--- src/rtl/b16_io_responder.sv ---
// b16_io_responder: b16 data-bus peripheral with GPIO, compare timer and an 8N1 UART transmitter.
// rdata is zero outside the 16-byte window so it can be ORed with program RAM data.
module b16_io_responder #(
    parameter logic [15:0] BASE    = 16'hFFF0,
    parameter int          FDEP    = 2,
    parameter logic [15:0] DIV_RST = 16'd0
) (
    input  logic        clk,
    input  logic        nreset,
    input  logic [15:0] addr,
    input  logic        rd,
    input  logic [1:0]  wr,
    input  logic [15:0] wdata,
    output logic [15:0] rdata,
    output logic        hit,
    input  logic [7:0]  gpio_in,
    output logic [7:0]  gpio_out,
    output logic        txd,
    output logic        irq
);
    typedef enum logic [1:0] {IDLE, START, DATA, STOP} state_t;
    localparam int DEPTH = 1 << FDEP;

    state_t          state;
    logic [7:0]      sync1, sync2, shreg;
    logic [15:0]     timer, cmp, div, bcnt, timer_nx;
    logic [1:0]      ctrl;
    logic            tflag, ovf;
    logic [7:0]      fifo [DEPTH];
    logic [FDEP-1:0] wptr, rptr;
    logic [FDEP:0]   count;
    logic [2:0]      n, bitn;
    logic            w0, w1, full, empty, tx_idle, push, pop, timer_wr;
    logic            unused_ok;

    assign hit      = addr[15:4] == BASE[15:4];
    assign n        = addr[3:1];
    assign w0       = hit & wr[0];
    assign w1       = hit & wr[1];
    assign full     = count[FDEP];
    assign empty    = count == '0;
    assign tx_idle  = empty & (state == IDLE);
    assign push     = w0 & (n == 3'd6);
    assign pop      = ~empty & ((state == IDLE) | ((state == STOP) & (bcnt == '0)));
    assign timer_wr = (w0 | w1) & (n == 3'd2);
    // a written timer lane loads wdata, the other lane holds its pre-increment value
    assign timer_nx = timer_wr ? {w1 ? wdata[15:8] : timer[15:8], w0 ? wdata[7:0] : timer[7:0]}
                               : timer + 16'd1;
    assign unused_ok = addr[0];

    always_comb begin
        rdata = '0;
        if (rd & hit)
            case (n)
                3'd0:    rdata = {8'h00, gpio_out};
                3'd1:    rdata = {8'h00, sync2};
                3'd2:    rdata = timer;
                3'd3:    rdata = cmp;
                3'd4:    rdata = {14'h0000, ctrl};
                3'd5:    rdata = {{(11 - FDEP){1'b0}}, count, ovf, tx_idle, full, tflag};
                3'd7:    rdata = div;
                default: rdata = '0;
            endcase
    end

    always_ff @(posedge clk or negedge nreset)
        if (!nreset) begin
            gpio_out <= '0;
            sync1    <= '0;
            sync2    <= '0;
            timer    <= '0;
            cmp      <= 16'hFFFF;
            ctrl     <= '0;
            tflag    <= 1'b0;
            ovf      <= 1'b0;
            div      <= DIV_RST;
            irq      <= 1'b0;
        end else begin
            sync1 <= gpio_in;
            sync2 <= sync1;
            timer <= timer_nx;
            // flag sets win over a simultaneous write-one-to-clear
            tflag <= (timer_nx == cmp) | (tflag & ~(w0 & (n == 3'd5) & wdata[0]));
            ovf   <= (push & full) | (ovf & ~(w0 & (n == 3'd5) & wdata[3]));
            irq   <= (ctrl[0] & tflag) | (ctrl[1] & tx_idle);
            if (w0 & (n == 3'd0)) gpio_out <= wdata[7:0];
            if (w0 & (n == 3'd4)) ctrl <= wdata[1:0];
            if (w0 & (n == 3'd3)) cmp[7:0] <= wdata[7:0];
            if (w1 & (n == 3'd3)) cmp[15:8] <= wdata[15:8];
            if (w0 & (n == 3'd7)) div[7:0] <= wdata[7:0];
            if (w1 & (n == 3'd7)) div[15:8] <= wdata[15:8];
        end

    always_ff @(posedge clk)
        if (push & ~full) fifo[wptr] <= wdata[7:0];

    always_ff @(posedge clk or negedge nreset)
        if (!nreset) begin
            wptr  <= '0;
            rptr  <= '0;
            count <= '0;
        end else begin
            if (push & ~full) wptr <= wptr + 1'b1;
            if (pop) rptr <= rptr + 1'b1;
            count <= count + {{FDEP{1'b0}}, push & ~full} - {{FDEP{1'b0}}, pop};
        end

    // bcnt counts down the current bit; DIV is resampled at every bit start
    always_ff @(posedge clk or negedge nreset)
        if (!nreset) begin
            state <= IDLE;
            txd   <= 1'b1;
            shreg <= '0;
            bitn  <= '0;
            bcnt  <= '0;
        end else
            case (state)
                IDLE:
                    if (pop) begin
                        state <= START;
                        txd   <= 1'b0;
                        shreg <= fifo[rptr];
                        bcnt  <= div;
                    end
                START:
                    if (bcnt == '0) begin
                        state <= DATA;
                        txd   <= shreg[0];
                        shreg <= {1'b0, shreg[7:1]};
                        bitn  <= '0;
                        bcnt  <= div;
                    end else
                        bcnt <= bcnt - 16'd1;
                DATA:
                    if (bcnt == '0) begin
                        bcnt <= div;
                        if (bitn == 3'd7) begin
                            state <= STOP;
                            txd   <= 1'b1;
                        end else begin
                            txd   <= shreg[0];
                            shreg <= {1'b0, shreg[7:1]};
                            bitn  <= bitn + 3'd1;
                        end
                    end else
                        bcnt <= bcnt - 16'd1;
                STOP:
                    if (bcnt == '0) begin
                        if (pop) begin
                            state <= START;
                            txd   <= 1'b0;
                            shreg <= fifo[rptr];
                            bcnt  <= div;
                        end else
                            state <= IDLE;
                    end else
                        bcnt <= bcnt - 16'd1;
                default: state <= IDLE;
            endcase
endmodule

--- config.mk ---
export PLATFORM = sky130hd
export DESIGN_NAME = b16_io_responder
export DESIGN_NICKNAME = d
export VERILOG_FILES = /design/src/rtl/b16_io_responder.sv
export SDC_FILE = /design/constraint.sdc
export NUM_CORES = 1
export LEC_CHECK = 0
export CORE_UTILIZATION = 50
export DETAILED_ROUTE_END_ITERATION = 7
export GPL_TIMING_DRIVEN = 1
export PLACE_DENSITY = 0.83
export SLEW_MARGIN = 20
export SYNTH_ARGS = -nofsm -noshare
export SYNTH_HDL_FRONTEND = slang
export SYNTH_SLANG_ARGS = --single-unit
export TNS_END_PERCENT = 100
--- constraint.sdc ---
create_clock -name clk -period 7.4 [get_ports clk]
set_clock_uncertainty 0.05 [all_clocks]
set_input_delay 1.48 -clock clk [delete_from_list [all_inputs] [get_ports clk]]
set_output_delay 1.48 -clock clk [all_outputs]
set_load 0.01 [all_outputs]
==> impl_metrics.csv <==
group,metric,value,unit
detailed_routing,avgViaCountPerCell,6.39,
timing,worst-slew-pin-transition,1.10,ns
clocking,postCtsSetupBuffers,0,
die,number_of_rows_created_at_floorplan,46,
final_layout,final_util,60.7,%
detailed_routing,initialDrtViolationCount,677,
clocking,insertion_delay,0.43,ns
timing,unrepaired_setup_endpoints_after_global_routing,"false",
critical_path,cp_required,5.87,ns
yosys,synth-edff-count,32,
detailed_routing,wl_met1,9.37,mm
yosys,syn-instance-count,794,
final_layout,post_route_cells_drive_above_1_share,15.8,%
placed_design,gp_congestion,1.04,
detailed_routing,drt-total-wl,23.2,mm
die,die_area,16800,um^2
yosys,syn-num-nets,855,
timing,report.final.setup_viol,0,
detailed_routing,met2_wl_post_dr,11.3,mm
detailed_routing,route.detailed.wl_per_inst,21.4,um
critical_path,critPathLaunchType,"input pin",
yosys,post_synth_arst_share,78.1,%
status,run_status,"completed",
timing,fraction_of_the_cycle_the_final_worst_path_needs,78.2,%
critical_path,cp_data_arrival_time,4.25,ns
critical_path,critPathMaxFanout,18,
clocking,cts_max_level,4,
worst_hold_path,hold_path_class,"flip-flop to flip-flop",
die,chipHeight,130,um
grt,groute.usage.overall,29.1,%
final_layout,design.final.nets,916,
clocking,cts-buffers-inserted,17,
placed_design,post-dp-hpwl,15.7,mm
detailed_routing,met3_wirelength,1.64,mm
timing,timing.final.hold_violations,0,
timing,max_frequency,173,MHz
critical_path,timing.reg2reg.setup_slack,3.16,ns
grt,globalRoute.totalOverflow,0,
grt,antenna_found_initial,0,
clocking,clock_tree_from_tritoncts,"done",
die,fp.coreArea,15900,um^2
critical_path,crit_path_capture_type,"output port",
grt,first_global_vias,6690,
grt,grt_start_max_net_pins,72,
timing,slew-limit-headroom,26.6,%
yosys,syn_area_per_cell,10.3,um^2
die,effective_utilization_at_floorplan,51.2,%
placed_design,numPortBuffers,70,
final_layout,insertedDiodeCount,0,
detailed_routing,detailroute.via_count,6926,
yosys,synth.distinct_cells,78,
clocking,cts_hold_repair.buffers,0,
job,timing.max_cap.violations,0,
detailed_routing,drc_errors,0,
yosys,fraction_of_the_yosys_area_taken_by_sequential_cells,47.1,%
timing,final_max_slew_viol_count,0,
final_layout,area_growth,18.5,%
critical_path,criticalPathCategory,"input pin to output port",
timing,finalCriticalPeriod,5.78,ns
yosys,synth_seq_cells,146,
detailed_routing,highest-signal-layer,"met4",
clocking,clk_pin_slew_worst_paths,0.07,ns
timing,final.setup.tns,0,ns
detailed_routing,dr.pass1.iters,5,
grt,wire_length_of_the_first_global_routing_pass,36.5,mm
yosys,ys.flop_type,"sky130_fd_sc_hd__dfrtp_1",
die,floorplan.die.width,130,um
final_layout,final.fill_count,1322,
clocking,cts-root-to-sink-buffers,2,
yosys,syn_area,8140,um^2
yosys,count_of_synthesis_stage_warnings_from_yosys,0,
pwr,powerDensity,318,nW/um^2
clocking,post_cts_resize_count,0,
clocking,clock_sink_count,146,
pwr,worst_ir_drop_vdd,0.000248,V
die,design.portCount,72,
clocking,clock-root-buffer,"sky130_fd_sc_hd__clkbuf_16",
pwr,power.leakage,3.88,nW
detailed_routing,ant_nets,0,
[worst max-delay path, stage by stage]
cell and delay [ns]:
sky130_fd_sc_hd__clkdlybuf4s50_1 0.97, sky130_fd_sc_hd__buf_4 0.36, sky130_fd_sc_hd__mux2_2 0.36, sky130_fd_sc_hd__a221oi_1 0.29
sky130_fd_sc_hd__nor2_1 0.08, sky130_fd_sc_hd__a21oi_1 0.12, sky130_fd_sc_hd__nor2_1 0.09, sky130_fd_sc_hd__clkdlybuf4s50_1 0.50
[sequential cells by signal, indices dropped and copies added, names as in the netlist, 2 cells and up]
signal / flops
fifo: 32
bcnt: 16
cmp: 16
div: 16
timer: 16
gpio_out: 8
shreg: 8
sync1: 8
sync2: 8
bitn: 3
count: 3
ctrl: 2
rptr: 2
state: 2
wptr: 2
[worst paths after layout]
kind | depth (start not counted) | end | startpoint
max | 8 | rdata[0] | addr[2]
min reg2reg | 0 | sync2[0] | sync1[0]
max in group asynchronous | 2 | timer[10] | nreset
max reg2reg | 15 | count[2] | bcnt[0]
min | 0 | sync2[0] | sync1[0]
min in group asynchronous | 1 | shreg[4] | nreset
[routing by layer]
| metal | global-route usage, % | up-vias |
|---|---|---|
| met5 | 0 | - |
| met4 | 14.1 | 0 |
| met3 | 4.95 | 81 |
| met2 | 47.5 | 406 |
| met1 | 37.9 | 3372 |
| li1 | - | 3067 |
[area by class of cell]
class / count / area, um^2 / share of cell area [%]
sequential: 146 / 3830 / 39.8
clock buffer: 18 / 450 / 4.67
tap: 216 / 270 / 2.80
inverter: 33 / 125 / 1.30
timing repair buffer: 78 / 758 / 7.86
multi-input combinational: 579 / 4030 / 41.7
clock inverter: 14 / 180 / 1.87
[kinds of logic (layout without fill, tap and decap cells)]
family / Yosys count / in the layout / share of synthesized area [%]
DFF: 146 / 146 / 47.1
adders and majority gates: 16 / 16 / 2.55
muxes: 81 / 81 / 12.5
AOI/OAI and AO/OA: 199 / 199 / 15.4
and+or+nand+nor: 258 / 258 / 16.3
xor gates and xnor gates: 25 / 25 / 2.69
buffers and inverters: 69 / 143 / 3.44
[power by group]
part | switching (mW) | total (mW) | leakage, nW | internal [mW]
combinational | 0.626 | 1.07 | 1.89 | 0.447
clock | 0.386 | 0.921 | 0.312 | 0.534
sequential | 0.148 | 1.08 | 1.68 | 0.929
[metrics by stage]
step	hold WS [ns]	cells	power [mW]	instance area, um^2	setup slack (ns)
floorplan	0.281	794	1.86	8140	2.88
global placement	0.282	1052	2.05	9010	1.66
finish	0.288	1084	3.07	9640	1.62
detailed placement	0.286	1052	2.10	9010	1.68
global route	0.303	1084	3.22	9640	1.49
CTS	0.294	1084	3.06	9640	1.67
[layout by cell type, fill, tap and decap left out, drive strengths merged, types with 17 or more instances in the layout]
cell / n
nand2: 52
mux2: 45
a21oi: 65
nand3: 23
nor2: 84
nor3: 18
o21ai: 48
inv: 41
dfrtp: 97
mux2i: 24
edfxtp: 32
clkdlybuf4s50: 69
clkbuf: 18
dfstp: 17
[cell usage after synthesis (all sizes together) (5+ instances only)]
library cell / count / area, um^2
nor3: 18 / 100
o21a: 7 / 53.8
nand4: 16 / 100
and2: 8 / 50.1
nand3: 23 / 115
mux4: 12 / 270
mux2i: 24 / 240
nor2: 84 / 320
nand2: 52 / 200
or3: 6 / 37.5
nor2b: 7 / 43.8
nor4: 14 / 121
buf: 12 / 65.1
edfxtp: 32 / 961
inv: 32 / 120
o21ai: 48 / 240
xnor2: 16 / 140
a22oi: 6 / 45.0
a31oi: 5 / 31.3
a21oi: 65 / 325
dfstp: 17 / 447
clkbuf: 24 / 90.1
o22ai: 14 / 87.6
mux2: 45 / 507
or2: 5 / 31.3
ha: 15 / 188
xor2: 9 / 78.8
dfrtp: 97 / 2430
Note: power is estimated with default switching activity, not from simulation.
